===== config.mk =====
export PLATFORM = sky130hd
export DESIGN_NAME = instruction_fetch_flat
export DESIGN_NICKNAME = d
export VERILOG_FILES = /design/src/rtl/instruction_fetch_if.sv /design/src/rtl/instruction_fetch.sv /design/src/flat_wrapper.sv
export SDC_FILE = /design/constraint.sdc
export NUM_CORES = 1
export LEC_CHECK = 0
export ABC_AREA = 1
export CORE_ASPECT_RATIO = 0.9
export CORE_MARGIN = 2
export CORE_UTILIZATION = 50
export CTS_CLUSTER_SIZE = 40
export DETAILED_ROUTE_END_ITERATION = 8
export PLACE_DENSITY = 0.81
export SLEW_MARGIN = 20
export SYNTH_ARGS = -nofsm -noshare
export SYNTH_HDL_FRONTEND = slang
export SYNTH_SLANG_ARGS = --single-unit
export TNS_END_PERCENT = 1

===== constraint.sdc =====
create_clock -name clk_CPU -period 4.9 [get_ports clk_CPU]
set_input_delay 0.98 -clock clk_CPU [delete_from_list [all_inputs] [get_ports clk_CPU]]
set_output_delay 0.98 -clock clk_CPU [all_outputs]
set_load 0.02 [all_outputs]

===== src/rtl/instruction_fetch_if.sv =====
// Fetch-stage bundle: decode-side control, instruction memory port and the
// presented instruction/PC. The fetch stage is the master; decode and memory are the slave.
interface instruction_fetch_if;
    logic        stall;
    logic        branch_taken;
    logic [15:0] branch_offset;
    logic        jump;
    logic [25:0] jump_target;
    logic        jr;
    logic [31:0] jr_addr;
    logic [31:0] imem_addr;
    logic [31:0] imem_rdata;
    logic [31:0] instr;
    logic [31:0] pc_out;
    logic [31:0] pc_plus4;
    logic        instr_valid;
    logic        halt;
    logic        addr_error;
    logic [31:0] fetch_count;

    modport master (
        input  stall, branch_taken, branch_offset, jump, jump_target, jr, jr_addr,
        input  imem_rdata,
        output imem_addr, instr, pc_out, pc_plus4, instr_valid, halt, addr_error,
        output fetch_count
    );

    modport slave (
        output stall, branch_taken, branch_offset, jump, jump_target, jr, jr_addr,
        output imem_rdata,
        input  imem_addr, instr, pc_out, pc_plus4, instr_valid, halt, addr_error,
        input  fetch_count
    );
endinterface


===== src/rtl/instruction_fetch.sv =====
// MIPS fetch stage: PC ownership, zero-bubble redirect, stall skid register
// and a BOOT/RUN/HALT controller that stops on bad fetch addresses.
module instruction_fetch #(
    parameter logic [31:0] RESET_PC   = 32'h0000_0000,
    parameter int unsigned IMEM_DEPTH = 256
) (
    input  logic                       clk_CPU,
    input  logic                       rst_n,
    instruction_fetch_if.master        bus
);

    localparam logic [32:0] IMEM_BYTES = 33'(IMEM_DEPTH) << 2;

    typedef enum logic [1:0] {
        BOOT,
        RUN,
        HALT
    } state_t;

    state_t      state;
    state_t      state_next;

    logic [31:0] fetch_pc;
    logic [31:0] pc_out;
    logic [31:0] pc_plus4;
    logic        instr_valid;
    logic        halted;
    logic        addr_error;
    logic [31:0] fetch_count;
    logic        hold_valid;
    logic [31:0] hold_reg;

    logic        redirect_en;
    logic [31:0] branch_target;
    logic [31:0] fetch_addr;
    logic        misaligned;
    logic        out_of_range;
    logic        halt_now;

    assign pc_plus4      = pc_out + 32'd4;
    assign branch_target = pc_plus4 + {{14{bus.branch_offset[15]}}, bus.branch_offset, 2'b00};

    // Redirect targets feed imem_addr directly so the target word arrives next cycle.
    always_comb begin
        redirect_en = (state == RUN) && instr_valid && !bus.stall;
        fetch_addr  = fetch_pc;
        if (redirect_en) begin
            if (bus.jr) begin
                fetch_addr = bus.jr_addr;
            end else if (bus.jump) begin
                fetch_addr = {pc_plus4[31:28], bus.jump_target, 2'b00};
            end else if (bus.branch_taken) begin
                fetch_addr = branch_target;
            end
        end
    end

    always_comb begin
        misaligned   = |fetch_addr[1:0];
        out_of_range = {1'b0, fetch_addr} >= IMEM_BYTES;
        halt_now     = (state == RUN) && !bus.stall && (misaligned || out_of_range);
        state_next   = state;
        case (state)
            BOOT:    state_next = RUN;
            RUN:     if (halt_now) state_next = HALT;
            HALT:    state_next = HALT;
            default: state_next = BOOT;
        endcase
    end

    always_ff @(posedge clk_CPU or negedge rst_n) begin
        if (!rst_n) begin
            state <= BOOT;
        end else begin
            state <= state_next;
        end
    end

    always_ff @(posedge clk_CPU or negedge rst_n) begin
        if (!rst_n) begin
            fetch_pc    <= RESET_PC;
            pc_out      <= RESET_PC;
            instr_valid <= 1'b0;
            halted      <= 1'b0;
            addr_error  <= 1'b0;
            fetch_count <= '0;
            hold_valid  <= 1'b0;
            hold_reg    <= '0;
        end else begin
            case (state)
                BOOT: begin
                    pc_out      <= RESET_PC;
                    fetch_pc    <= RESET_PC + 32'd4;
                    instr_valid <= 1'b1;
                end
                RUN: begin
                    if (!bus.stall) begin
                        pc_out      <= fetch_addr;
                        fetch_pc    <= fetch_addr + 32'd4;
                        hold_valid  <= 1'b0;
                        fetch_count <= fetch_count + 32'd1;
                        if (halt_now) begin
                            instr_valid <= 1'b0;
                            halted      <= 1'b1;
                            if (misaligned) addr_error <= 1'b1;
                        end
                    end else if (!hold_valid) begin
                        // Memory already moved on to fetch_pc; capture the word for pc_out.
                        hold_reg   <= bus.imem_rdata;
                        hold_valid <= 1'b1;
                    end
                end
                default: ;
            endcase
        end
    end

    assign bus.imem_addr   = fetch_addr;
    assign bus.instr       = hold_valid ? hold_reg : bus.imem_rdata;
    assign bus.pc_out      = pc_out;
    assign bus.pc_plus4    = pc_plus4;
    assign bus.instr_valid = instr_valid;
    assign bus.halt        = halted;
    assign bus.addr_error  = addr_error;
    assign bus.fetch_count = fetch_count;

endmodule

===== src/flat_wrapper.sv =====
// flat-port wrapper written by rule: the top's interface ports become plain ports
module instruction_fetch_flat 
#(
    parameter logic [31:0] RESET_PC   = 32'h0000_0000,
    parameter int unsigned IMEM_DEPTH = 256
)
  (clk_CPU, rst_n, bus_stall, bus_branch_taken, bus_branch_offset, bus_jump, bus_jump_target, bus_jr, bus_jr_addr, bus_imem_rdata, bus_imem_addr, bus_instr, bus_pc_out, bus_pc_plus4, bus_instr_valid, bus_halt, bus_addr_error, bus_fetch_count);
  instruction_fetch_if bus_i ();
  input  logic clk_CPU;
  input  logic rst_n;
  input wire logic [$bits(bus_i.stall)-1:0] bus_stall;
  input wire logic [$bits(bus_i.branch_taken)-1:0] bus_branch_taken;
  input wire logic [$bits(bus_i.branch_offset)-1:0] bus_branch_offset;
  input wire logic [$bits(bus_i.jump)-1:0] bus_jump;
  input wire logic [$bits(bus_i.jump_target)-1:0] bus_jump_target;
  input wire logic [$bits(bus_i.jr)-1:0] bus_jr;
  input wire logic [$bits(bus_i.jr_addr)-1:0] bus_jr_addr;
  input wire logic [$bits(bus_i.imem_rdata)-1:0] bus_imem_rdata;
  output wire logic [$bits(bus_i.imem_addr)-1:0] bus_imem_addr;
  output wire logic [$bits(bus_i.instr)-1:0] bus_instr;
  output wire logic [$bits(bus_i.pc_out)-1:0] bus_pc_out;
  output wire logic [$bits(bus_i.pc_plus4)-1:0] bus_pc_plus4;
  output wire logic [$bits(bus_i.instr_valid)-1:0] bus_instr_valid;
  output wire logic [$bits(bus_i.halt)-1:0] bus_halt;
  output wire logic [$bits(bus_i.addr_error)-1:0] bus_addr_error;
  output wire logic [$bits(bus_i.fetch_count)-1:0] bus_fetch_count;
  assign bus_i.stall = bus_stall;
  assign bus_i.branch_taken = bus_branch_taken;
  assign bus_i.branch_offset = bus_branch_offset;
  assign bus_i.jump = bus_jump;
  assign bus_i.jump_target = bus_jump_target;
  assign bus_i.jr = bus_jr;
  assign bus_i.jr_addr = bus_jr_addr;
  assign bus_i.imem_rdata = bus_imem_rdata;
  assign bus_imem_addr = bus_i.imem_addr;
  assign bus_instr = bus_i.instr;
  assign bus_pc_out = bus_i.pc_out;
  assign bus_pc_plus4 = bus_i.pc_plus4;
  assign bus_instr_valid = bus_i.instr_valid;
  assign bus_halt = bus_i.halt;
  assign bus_addr_error = bus_i.addr_error;
  assign bus_fetch_count = bus_i.fetch_count;
  instruction_fetch #(.RESET_PC(RESET_PC), .IMEM_DEPTH(IMEM_DEPTH)) u_core (.clk_CPU(clk_CPU), .rst_n(rst_n), .bus(bus_i));
endmodule

==> impl_metrics.env <==
export IMPL_hold_path_class="flop to flop"
export IMPL_final_seq_area_sq_um=3300
export IMPL_setup_ws_ps=-304
export IMPL_async_reset_ff_share_pct=100
export IMPL_yosys_area_share_simple_pct=37.6
export IMPL_synth_top_area_share_pct=29.4
export IMPL_grt_setup_unrepaired="yes"
export IMPL_first_iter_violations=1645
export IMPL_drtAntennaViolNets=0
export IMPL_rows=52
export IMPL_antenna_found_initial=2
export IMPL_synth_top_family_by_area="simple AND/OR/NAND/NOR gates"
export IMPL_synthXorXnorAreaFrac_pct=3.90
export IMPL_cts_tree="built"
export IMPL_hold_ws_ps=478
export IMPL_grt_pass1_vias=13300
export IMPL_finalHoldViolations=0
export IMPL_path_class="flop to output port"
export IMPL_syn_inst=1795
export IMPL_drv_cap=0
export IMPL_grt_max_degree=105
export IMPL_finClkSkew_ps=16.9
export IMPL_synth_warning_count=0
export IMPL_clock_latency_ps=440
export IMPL_cp_start_kind="flop"
export IMPL_antenna_cells=0
export IMPL_coreArea_sq_um=22300
export IMPL_area_growth_pct=48.9
export IMPL_root_buffer="clkbuf_16"
export IMPL_synth_nets=1943
export IMPL_p_switching_uw=3510
export IMPL_violations="negative setup slack"
export IMPL_synth_edff_count=0
export IMPL_cts_buffers=17
export IMPL_wl_um=47600
export IMPL_swShare_pct=48.2
export IMPL_cp_data_required_time_ps=3920
export IMPL_synthMuxAreaShare_pct=0
export IMPL_fill_cells=1792
export IMPL_holdPathStages=2
export IMPL_grt_pass1_wl_um=72500
export IMPL_min_period_over_period_pct=106
export IMPL_final_nets=2380
export IMPL_clkTransAtPathRegs_ps=70
export IMPL_syn_avg_cell_area_sq_um=6.26
export IMPL_ys_types=54
export IMPL_critPathSlowestCell="dfrtp_1"
export IMPL_fin_cells=2542
export IMPL_grt_use_total_pct=39.5
export IMPL_dieArea_sq_um=23700
export IMPL_boundaryPins=275
export IMPL_ys_dominant_reg_cell="dfrtp_1"
export IMPL_fp_dieH_um=146
export IMPL_yosys_top_cells_count="nand2_1, inv_1, nor2_1"
export IMPL_place_inst=2497
export IMPL_drv_slew=0
export IMPL_crit_fanout=3
export IMPL_drtPass1Iterations=6
export IMPL_cts_buffer_depth=2
export IMPL_synth_compound_area_share_pct=12.5
export IMPL_syn_area_sq_um=11200
export IMPL_clock_sinks=132
export IMPL_pre_cts_slack_ps=-369
export IMPL_outcome="complete, but fails checks"
export IMPL_crit_top_cell="nand2_1"
export IMPL_ir_worst_vdd_v=0.000349
export IMPL_arrival_ps=4220
export IMPL_wl_per_cell_um=18.7
export IMPL_fin_setup_tns_ps=-3070
export IMPL_yosys_top_cells_area="dfrtp_1, nand2_1, inv_1"
export IMPL_synthAdderAreaFrac_pct=4.07
export IMPL_grtUsageMet1_pct=55.4
export IMPL_cellPowerDensity_nw_per_um2=435
export IMPL_finalWeightedCongestion=1.01
export IMPL_use_met3_pct=8.78
export IMPL_die_width_um=162
export IMPL_numPortBuffers=274
export IMPL_yosysSeqAreaShare_pct=29.4
export IMPL_drive_above_1_share_pct=20.7
export IMPL_multiInputGateArea_sq_um=7140
export IMPL_ys_ff_latch=132
export IMPL_slowest_delay_ps=380
export IMPL_hpwl_um=37600
export IMPL_grt_met2_usage_pct=60.6
export IMPL_intPower_uw=3770
export IMPL_fin_crit_ps=5200
export IMPL_relSlewSlack_pct=33.6
export IMPL_via_count=14100
export IMPL_grt_ovfl_total=0
export IMPL_drc_errors=0
export IMPL_htree_num_levels=4
export IMPL_routed_via_density=5.55
export IMPL_start_util_pct=50.5
export IMPL_setup_viol=15
export IMPL_holdBufCountCts=0
export IMPL_yosysTopAreaCell="dfrtp_1"
export IMPL_yosys_cell_count_top_type="nand2_1"
export IMPL_tightest_slew_ps=996
export IMPL_seqPwrFrac_pct=21.1
export IMPL_grt_busiest_layer="met2"
export IMPL_power_leakage_uw=0.00834
export IMPL_pwr_share_comb_pct=61.6
export IMPL_endpoint_kind="output port"
export IMPL_max_freq_mhz=192
export IMPL_pwr_share_clk_pct=17.3
export IMPL_r2r_worst_path_cells=39
export IMPL_power_uw=7280
## stage by stage
stage | util, % | cell area (sq um)
2_1_floorplan | - | 11200
3_3_place_gp | 69.6 | 15500
3_5_place_dp | 69.6 | 15500
4_1_cts | 73.7 | 16400
5_1_grt | 75.2 | 16700
6_report | 75.2 | 16700
## cell families after synthesis
group,after synthesis
and+or+nand+nor,972
buffers and inverters,363
AOI/OAI and AO/OA,242
DFF,132
xor gates and xnor gates,50
adders and majority gates,36
## worst max-delay path, delay by kind of cell (launching register included)
family,cells,cell delay [ps]
xor gates and xnor gates,1,180
AOI/OAI and AO/OA,2,220
and+or+nand+nor,17,1770
adders and majority gates,1,290
buffers and inverters,9,970
DFF,1,380
## per-layer routing
layer	share of wire, %	vias up	wire (um)
li1	-	6557	-
met2	44	876	20800
met5	0.038	-	18
met1	42	6543	20100
met4	3.3	2	1590
met3	11	120	5080
## layout make-up
class | instances | area share, %
multi-input cells | 1300 | 42.6
clock buffers | 18 | 2.62
inverters | 308 | 6.91
flip-flops and latches | 132 | 19.7
clock inverters | 14 | 0.807
repair buffers | 473 | 25.1
well taps | 297 | 2.22
## cell usage in the layout (no fill, tap or decap), types with 24 or more instances in the layout
master	instances
nand3_1	92
dfrtp_1	132
buf_4	204
nand2_2	37
inv_1	268
nor2_2	33
ha_1	24
inv_2	37
xor2_1	38
a21oi_1	62
o21ai_0	86
nand2_1	522
nand4_1	37
clkdlybuf4s50_1	248
o22ai_1	30
nor2_1	157
## power groups by stage
stage | clock [uW] | sequential, uW | combinational (uW)
4_1_cts | 1250 | 1530 | 4320
6_report | 1260 | 1540 | 4480
3_5_place_dp | 0 | 1540 | 4220
5_1_grt | 1310 | 1560 | 4760
3_3_place_gp | 0 | 1530 | 4160
2_1_floorplan | 0 | 1600 | 2150
## what timing repair did
| action | CTS | global route |
|---|---|---|
| pin swaps | 18 | 42 |
| buffers inserted | 3 | 10 |
| resized for setup | 131 | 92 |
| endpoints found under the setup margin | 24 | 37 |
## final timing paths
check,from,endpoint,slack (ps)
worst min-delay path,u_core.bus.halt$_DFFE_PN0P_,u_core.bus.halt$_DFFE_PN0P_,480
min in group asynchronous,rst_n,u_core.bus.fetch_count[19]$_DFFE_PN0P_,660
worst max register to register,u_core.bus.pc_out[4]$_DFFE_PN0P_,u_core.fetch_pc[28]$_DFFE_PN0P_,190
worst min register to register,u_core.bus.halt$_DFFE_PN0P_,u_core.bus.halt$_DFFE_PN0P_,480
worst max-delay path,u_core.bus.pc_out[4]$_DFFE_PN0P_,bus_imem_addr[31],-300
max in group asynchronous,rst_n,u_core.bus.fetch_count[2]$_DFFE_PN0P_,3240
Power figures use the tool's default switching activity.
